--- config.mk ---
export PLATFORM = sky130hd
export DESIGN_NAME = oclib_uart_rx_deframer
export DESIGN_NICKNAME = d
export VERILOG_FILES = /design/src/rtl/oclib_uart_rx_deframer.sv
export SDC_FILE = /design/constraint.sdc
export NUM_CORES = 1
export LEC_CHECK = 0
export ABC_CLOCK_PERIOD_IN_PS = 7400
export CAP_MARGIN = 25
export CORE_MARGIN = 10
export CORE_UTILIZATION = 63
export CTS_CLUSTER_DIAMETER = 60
export DETAILED_ROUTE_END_ITERATION = 10
export PLACE_DENSITY = 0.81
export SKIP_LAST_GASP = 1
export SYNTH_ARGS = -nofsm -noshare
export SYNTH_HDL_FRONTEND = slang
export SYNTH_SLANG_ARGS = --single-unit
--- constraint.sdc ---
create_clock -name clock -period 7.4 [get_ports clock]
set_clock_uncertainty 0.1 [all_clocks]
set_input_delay 1.85 -clock clock [delete_from_list [all_inputs] [get_ports clock]]
set_output_delay 1.85 -clock clock [all_outputs]
set_load 0.01 [all_outputs]
--- src/rtl/oclib_uart_rx_deframer.sv ---
// UART 8N1 receive deframer: synchronizes the rx pin, qualifies start bits,
// samples each bit at mid-period, flags framing/break/overrun conditions and
// buffers received bytes in a small FIFO with a valid/ready output.
module oclib_uart_rx_deframer #(
   parameter int ClockHz    = 156_250_000,
   parameter int Baud       = 10_000_000,
   parameter int FifoDepth  = 4,
   parameter int SyncCycles = 3
) (
   input  logic       clock,
   input  logic       reset,
   input  logic       rx,
   output logic [7:0] outData,
   output logic       outValid,
   input  logic       outReady,
   output logic [2:0] error,
   input  logic       errorClear,
   output logic       rxActive
);

   localparam int CyclesPerBit = (ClockHz + Baud / 2) / Baud;
   localparam int HalfBit      = CyclesPerBit / 2;
   localparam int CntW         = $clog2(CyclesPerBit) + 1;
   localparam int PtrW         = $clog2(FifoDepth);

   localparam logic [CntW-1:0] CntBit  = CntW'(CyclesPerBit - 1);
   localparam logic [CntW-1:0] CntHalf = CntW'(HalfBit - 1);
   localparam logic [PtrW:0]   CntFull = (PtrW + 1)'(FifoDepth);

   if (CyclesPerBit < 4) begin : g_bad_bit_timing
      $error("oclib_uart_rx_deframer: ClockHz/Baud gives fewer than 4 cycles per bit");
   end
   if ((FifoDepth < 2) || ((FifoDepth & (FifoDepth - 1)) != 0)) begin : g_bad_fifo_depth
      $error("oclib_uart_rx_deframer: FifoDepth must be a power of two and at least 2");
   end
   if (SyncCycles < 2) begin : g_bad_sync
      $error("oclib_uart_rx_deframer: SyncCycles must be at least 2");
   end

   typedef enum logic [2:0] {
      IDLE,
      START,
      DATA,
      STOP,
      BREAK
   } state_t;

   logic [SyncCycles-1:0] sync_p;
   logic                  rx_sync;
   logic                  armed;
   logic [CntW-1:0]       arm_cnt;
   state_t                state;
   logic [CntW-1:0]       cnt;
   logic [2:0]            bit_idx;
   logic [7:0]            shift;

   logic                  stop_sample;
   logic                  push;
   logic                  pop;
   logic                  full;
   logic                  push_ok;
   logic                  frame_evt;
   logic                  break_evt;
   logic                  overrun_evt;

   logic [7:0]            mem [FifoDepth];
   logic [PtrW-1:0]       wr_ptr;
   logic [PtrW-1:0]       rd_ptr;
   logic [PtrW:0]         count;

   // Metastability chain; preset high so the line reads idle out of reset.
   always_ff @(posedge clock) begin
      if (reset) begin
         sync_p <= '1;
      end else begin
         sync_p <= {sync_p[SyncCycles-2:0], rx};
      end
   end

   assign rx_sync = sync_p[SyncCycles-1];

   // Arm start detection only after one full bit time of idle line, so a
   // line stuck low across reset never produces a phantom byte.
   always_ff @(posedge clock) begin
      if (reset) begin
         armed   <= 1'b0;
         arm_cnt <= '0;
      end else if (!armed) begin
         if (!rx_sync) begin
            arm_cnt <= '0;
         end else if (arm_cnt == CntBit) begin
            armed <= 1'b1;
         end else begin
            arm_cnt <= arm_cnt + 1'b1;
         end
      end
   end

   assign stop_sample = (state == STOP) && (cnt == '0);
   assign push        = stop_sample && rx_sync;
   assign frame_evt   = stop_sample && !rx_sync && (shift != 8'h00);
   assign break_evt   = stop_sample && !rx_sync && (shift == 8'h00);

   // Frame sequencer: half-bit into the start bit, then one bit period per
   // data/stop sample so every decision lands mid-bit.
   always_ff @(posedge clock) begin
      if (reset) begin
         state    <= IDLE;
         cnt      <= '0;
         bit_idx  <= '0;
         rxActive <= 1'b0;
      end else begin
         case (state)
            IDLE: begin
               if (armed && !rx_sync) begin
                  cnt      <= CntHalf;
                  state    <= START;
                  rxActive <= 1'b1;
               end
            end
            START: begin
               if (cnt != '0) begin
                  cnt <= cnt - 1'b1;
               end else if (rx_sync) begin
                  // Start bit did not survive to mid-bit: treat as a glitch.
                  state    <= IDLE;
                  rxActive <= 1'b0;
               end else begin
                  cnt     <= CntBit;
                  bit_idx <= '0;
                  state   <= DATA;
               end
            end
            DATA: begin
               if (cnt != '0) begin
                  cnt <= cnt - 1'b1;
               end else begin
                  cnt <= CntBit;
                  if (bit_idx == 3'd7) begin
                     state <= STOP;
                  end else begin
                     bit_idx <= bit_idx + 1'b1;
                  end
               end
            end
            STOP: begin
               if (cnt != '0) begin
                  cnt <= cnt - 1'b1;
               end else if (!rx_sync && (shift == 8'h00)) begin
                  cnt   <= CntBit;
                  state <= BREAK;
               end else begin
                  // Good stop or framing error: either way a low line here
                  // is allowed to start a new detect immediately.
                  state    <= IDLE;
                  rxActive <= 1'b0;
               end
            end
            BREAK: begin
               if (!rx_sync) begin
                  cnt <= CntBit;
               end else if (cnt == '0) begin
                  state    <= IDLE;
                  rxActive <= 1'b0;
               end else begin
                  cnt <= cnt - 1'b1;
               end
            end
            default: begin
               state    <= IDLE;
               rxActive <= 1'b0;
            end
         endcase
      end
   end

   // LSB-first data shift at each mid-bit sample.
   always_ff @(posedge clock) begin
      if ((state == DATA) && (cnt == '0)) begin
         shift <= {rx_sync, shift[7:1]};
      end
   end

   assign full        = (count == CntFull);
   assign pop         = outValid && outReady;
   assign push_ok     = push && (!full || pop);
   assign overrun_evt = push && full && !pop;

   // FIFO storage; a pop in the same cycle makes room for a push when full.
   always_ff @(posedge clock) begin
      if (push_ok) begin
         mem[wr_ptr] <= shift;
      end
   end

   // FIFO pointers and occupancy.
   always_ff @(posedge clock) begin
      if (reset) begin
         wr_ptr <= '0;
         rd_ptr <= '0;
         count  <= '0;
      end else begin
         if (push_ok) begin
            wr_ptr <= wr_ptr + 1'b1;
         end
         if (pop) begin
            rd_ptr <= rd_ptr + 1'b1;
         end
         case ({push_ok, pop})
            2'b10:   count <= count + 1'b1;
            2'b01:   count <= count - 1'b1;
            default: count <= count;
         endcase
      end
   end

   assign outValid = (count != '0);
   assign outData  = outValid ? mem[rd_ptr] : 8'h00;

   // Sticky error flags; a new event outranks a same-cycle clear.
   always_ff @(posedge clock) begin
      if (reset) begin
         error <= '0;
      end else begin
         error <= (errorClear ? 3'b000 : error) | {break_evt, overrun_evt, frame_evt};
      end
   end

endmodule

==> impl_metrics.yaml <==
place:
  dp_cells: 339
  dp.final_hpwl_mm: 3.71
  port_buffers: 17
  pre_cts_ws_ps: 3450
  routabilityCongestion: 0.830
logic_synthesis:
  synth_flop_cell: "edfxtp_1"
  synth_largest_area_cell: "edfxtp_1"
  synth_compound_area_share_pct: 9.43
  synthTopCellsByArea: "edfxtp_1 (38%), dfxtp_1 (21%), mux4_2 (5.7%)"
  ys_seq_area_share_pct: 58.9
  yosysUniqueCellTypes: 47
  synth_top_family_by_area: "simple AND/OR/NAND/NOR gates"
  post_synth_fa_ha_maj_area_fraction_pct: 4.20
  ys_warn_count: 0
  yosysMostFrequentCell: "edfxtp_1"
  synth_edf_count: 40
  synthesis.instances: 266
  synth_simple_gate_area_share_pct: 16.2
  syn_area_um2: 3160
  synth_area_per_cell_um2: 11.9
  synthArstFlopShare_pct: 0
  synth_xor_area_share_pct: 1.11
  synth_top_area_share_pct: 38.0
  ys_seq_elements: 73
  yosys-top-cells-count: "edfxtp_1 (40), dfxtp_1 (33), nor2_1 (30)"
  syn-num-nets: 281
  synthMuxAreaShare_pct: 7.01
floorplanning:
  design.die.area_um2: 8250
  die_y_um: 90.8
  io_pins: 18
  num_rows: 25
  start_util_pct: 66.0
  fp.dieW_um: 90.8
  coreArea_um2: 4790
layout:
  num_antenna_cells: 0
  syn2layout_area_growth_pct: 15.1
  drive_above_1_share_pct: 11.5
  nets: 298
  fin_cells: 355
sta:
  finalCritPeriodShare_pct: 56.6
  setup_tns_ps: 0
  setup_viol: 0
  holdWs_ps: 320
  drv_slew: 0
  rsz0062_at_grt: "no"
  fmax_mhz: 239
  worst_pin_slew_ps: 586
  final-hold-violation-count: 0
  post-route-min-period_ps: 4180
  fin_ws_ps: 3220
  slew_headroom_pct: 60.9
drt:
  via_count: 2047
  drt_iter0_drc: 128
  drtAntennaViolNets: 0
  wl_per_cell_um: 15.6
  vias_per_cell: 5.77
  drc_errors: 0
  first_pass_iters: 4
  routed_wl_mm: 5.53
global_route:
  grt_pass1_wl_mm: 9.63
  grt_pass1_vias: 2004
  antenna_found_initial: 0
  gr-total-overflow: 0
  grt_max_degree: 27
  globalRouteTotalUtil_pct: 14.2
worst_setup_path:
  worstSetupPathType: "register to output port"
  path_buf_inv: 1
  required_ps: 5450
  crit_chain: "mux4_2 -> and2_1 -> clkdlybuf4s50_1"
  worstSetupStartpointType: "register"
  slowest_delay_ps: 660
  worstReg2RegEnd: "mem[0][2]"
  worstReg2RegStart: "cnt[0]"
  cp-endpoint: "outData[5]"
  slowest_stage: "dfxtp_1"
  cp.depth: 3
  end_kind: "output port"
  crit_arrival_ps: 2230
  r2r_slack_ps: 4480
  critical_path.max_fanout: 8
  crit_family: "flip-flops"
  rr_worst_depth: 6
clock_tree:
  path_clk_slew_ps: 70
  insertion_delay_ps: 340
  post_cts_buffers: 0
  clock_path_buffers: 2
  htreeDepth: 3
  cts_tree: "yes"
  root_buffer: "clkbuf_8"
  cts-buffers-inserted: 9
  cts_resized: 0
  clock-sinks: 73
  hold_buffers: 0
min_path:
  min_path_type: "register to register"
  min_from: "sync_p[0]"
power:
  p_leak_uw: 0.00128
  ir_worst_vdd_mv: 0.159
  power_density_nw_per_um2: 274
run:
  drv_cap: 0
outcome:
  run_status: "finished clean"
per-layer routing:
layer  GRT usage (%)  routed length, um  part of all wire (%)
met5               0                  0                     0
met4            4.70                 49                  0.89
met3            4.90                315                   5.7
met2            23.3               2740                    50
met1            17.0               2420                    44
power breakdown:
group          switching, uW  internal [uW]  leakage [uW]
logic                   67.1           81.7      0.000519
registers               12.9            433      0.000626
clock network            138            266      0.000134
metrics by stage:
stage | area (um2) | power [uW] | utilization [%]
2_1_floorplan | 3160 | 542 | -
3_3_place_gp | 3370 | 600 | 70.4
3_5_place_dp | 3370 | 606 | 70.4
4_1_cts | 3640 | 1010 | 76.0
5_1_grt | 3640 | 1040 | 76.0
6_report | 3640 | 998 | 76.0
cells in the final DEF (no fill, tap or decap), types with 2 or more instances in the layout:
cell,netlist,layout
bufinv_16,0,4
nor4_1,4,4
inv_1,11,11
o21ai_0,4,4
buf_4,0,2
xor2_1,2,2
mux4_2,8,8
a211oi_1,2,2
ha_1,9,9
or2_2,3,3
nor3_1,3,3
nor2b_1,4,4
a32oi_1,3,3
mux2i_1,3,3
or3_1,4,4
nor3b_1,2,2
clkdlybuf4s50_1,0,17
edfxtp_1,40,40
nand3_1,6,6
a21oi_1,20,20
a311oi_1,2,2
xnor2_1,2,2
a31oi_1,2,2
clkbuf_8,0,10
nand4_1,3,3
nand2_1,12,12
nor4b_1,2,2
a21o_1,3,3
a22oi_1,2,2
and3_1,2,2
nor2_1,30,30
and2_1,13,13
nand2b_1,5,5
dfxtp_1,33,33
how the worst min path moves through the flow:
stage           endpoint  cells after the start  slack, ps
2_1_floorplan  sync_p[1]                      1        290
3_5_place_dp   sync_p[2]                      1        290
4_1_cts        sync_p[1]                      1        320
6_report       sync_p[1]                      1        320
5_1_grt        sync_p[1]                      1        360
3_3_place_gp   sync_p[1]                      1        290
logic make-up after synthesis:
| logic type | Yosys count |
|---|---|
| AND/OR/NAND/NOR | 97 |
| flip-flops | 73 |
| AO/OA/AOI/OAI | 46 |
| buffers and inverters | 24 |
| multiplexers | 12 |
| adder cells (fa/ha/maj) | 10 |
| XOR/XNOR | 4 |
cell type report:
type | count | area (um2)
repair buffers | 19 | 185
clock inverters | 6 | 129
multi-input cells | 169 | 1200
inverters | 11 | 41.3
flip-flops and latches | 73 | 1860
fillers | 303 | 1150
clock buffers | 10 | 138
well taps | 67 | 83.8
registers in the layout, indices dropped and copies added, names as in the netlist, 3 cells and up, named ones only:
register  count
state         3
mem          32
bit_idx       3
shift         8
cnt           5
error         3
sync_p        3
count         3
arm_cnt       5
Power figures use the tool's default switching activity.
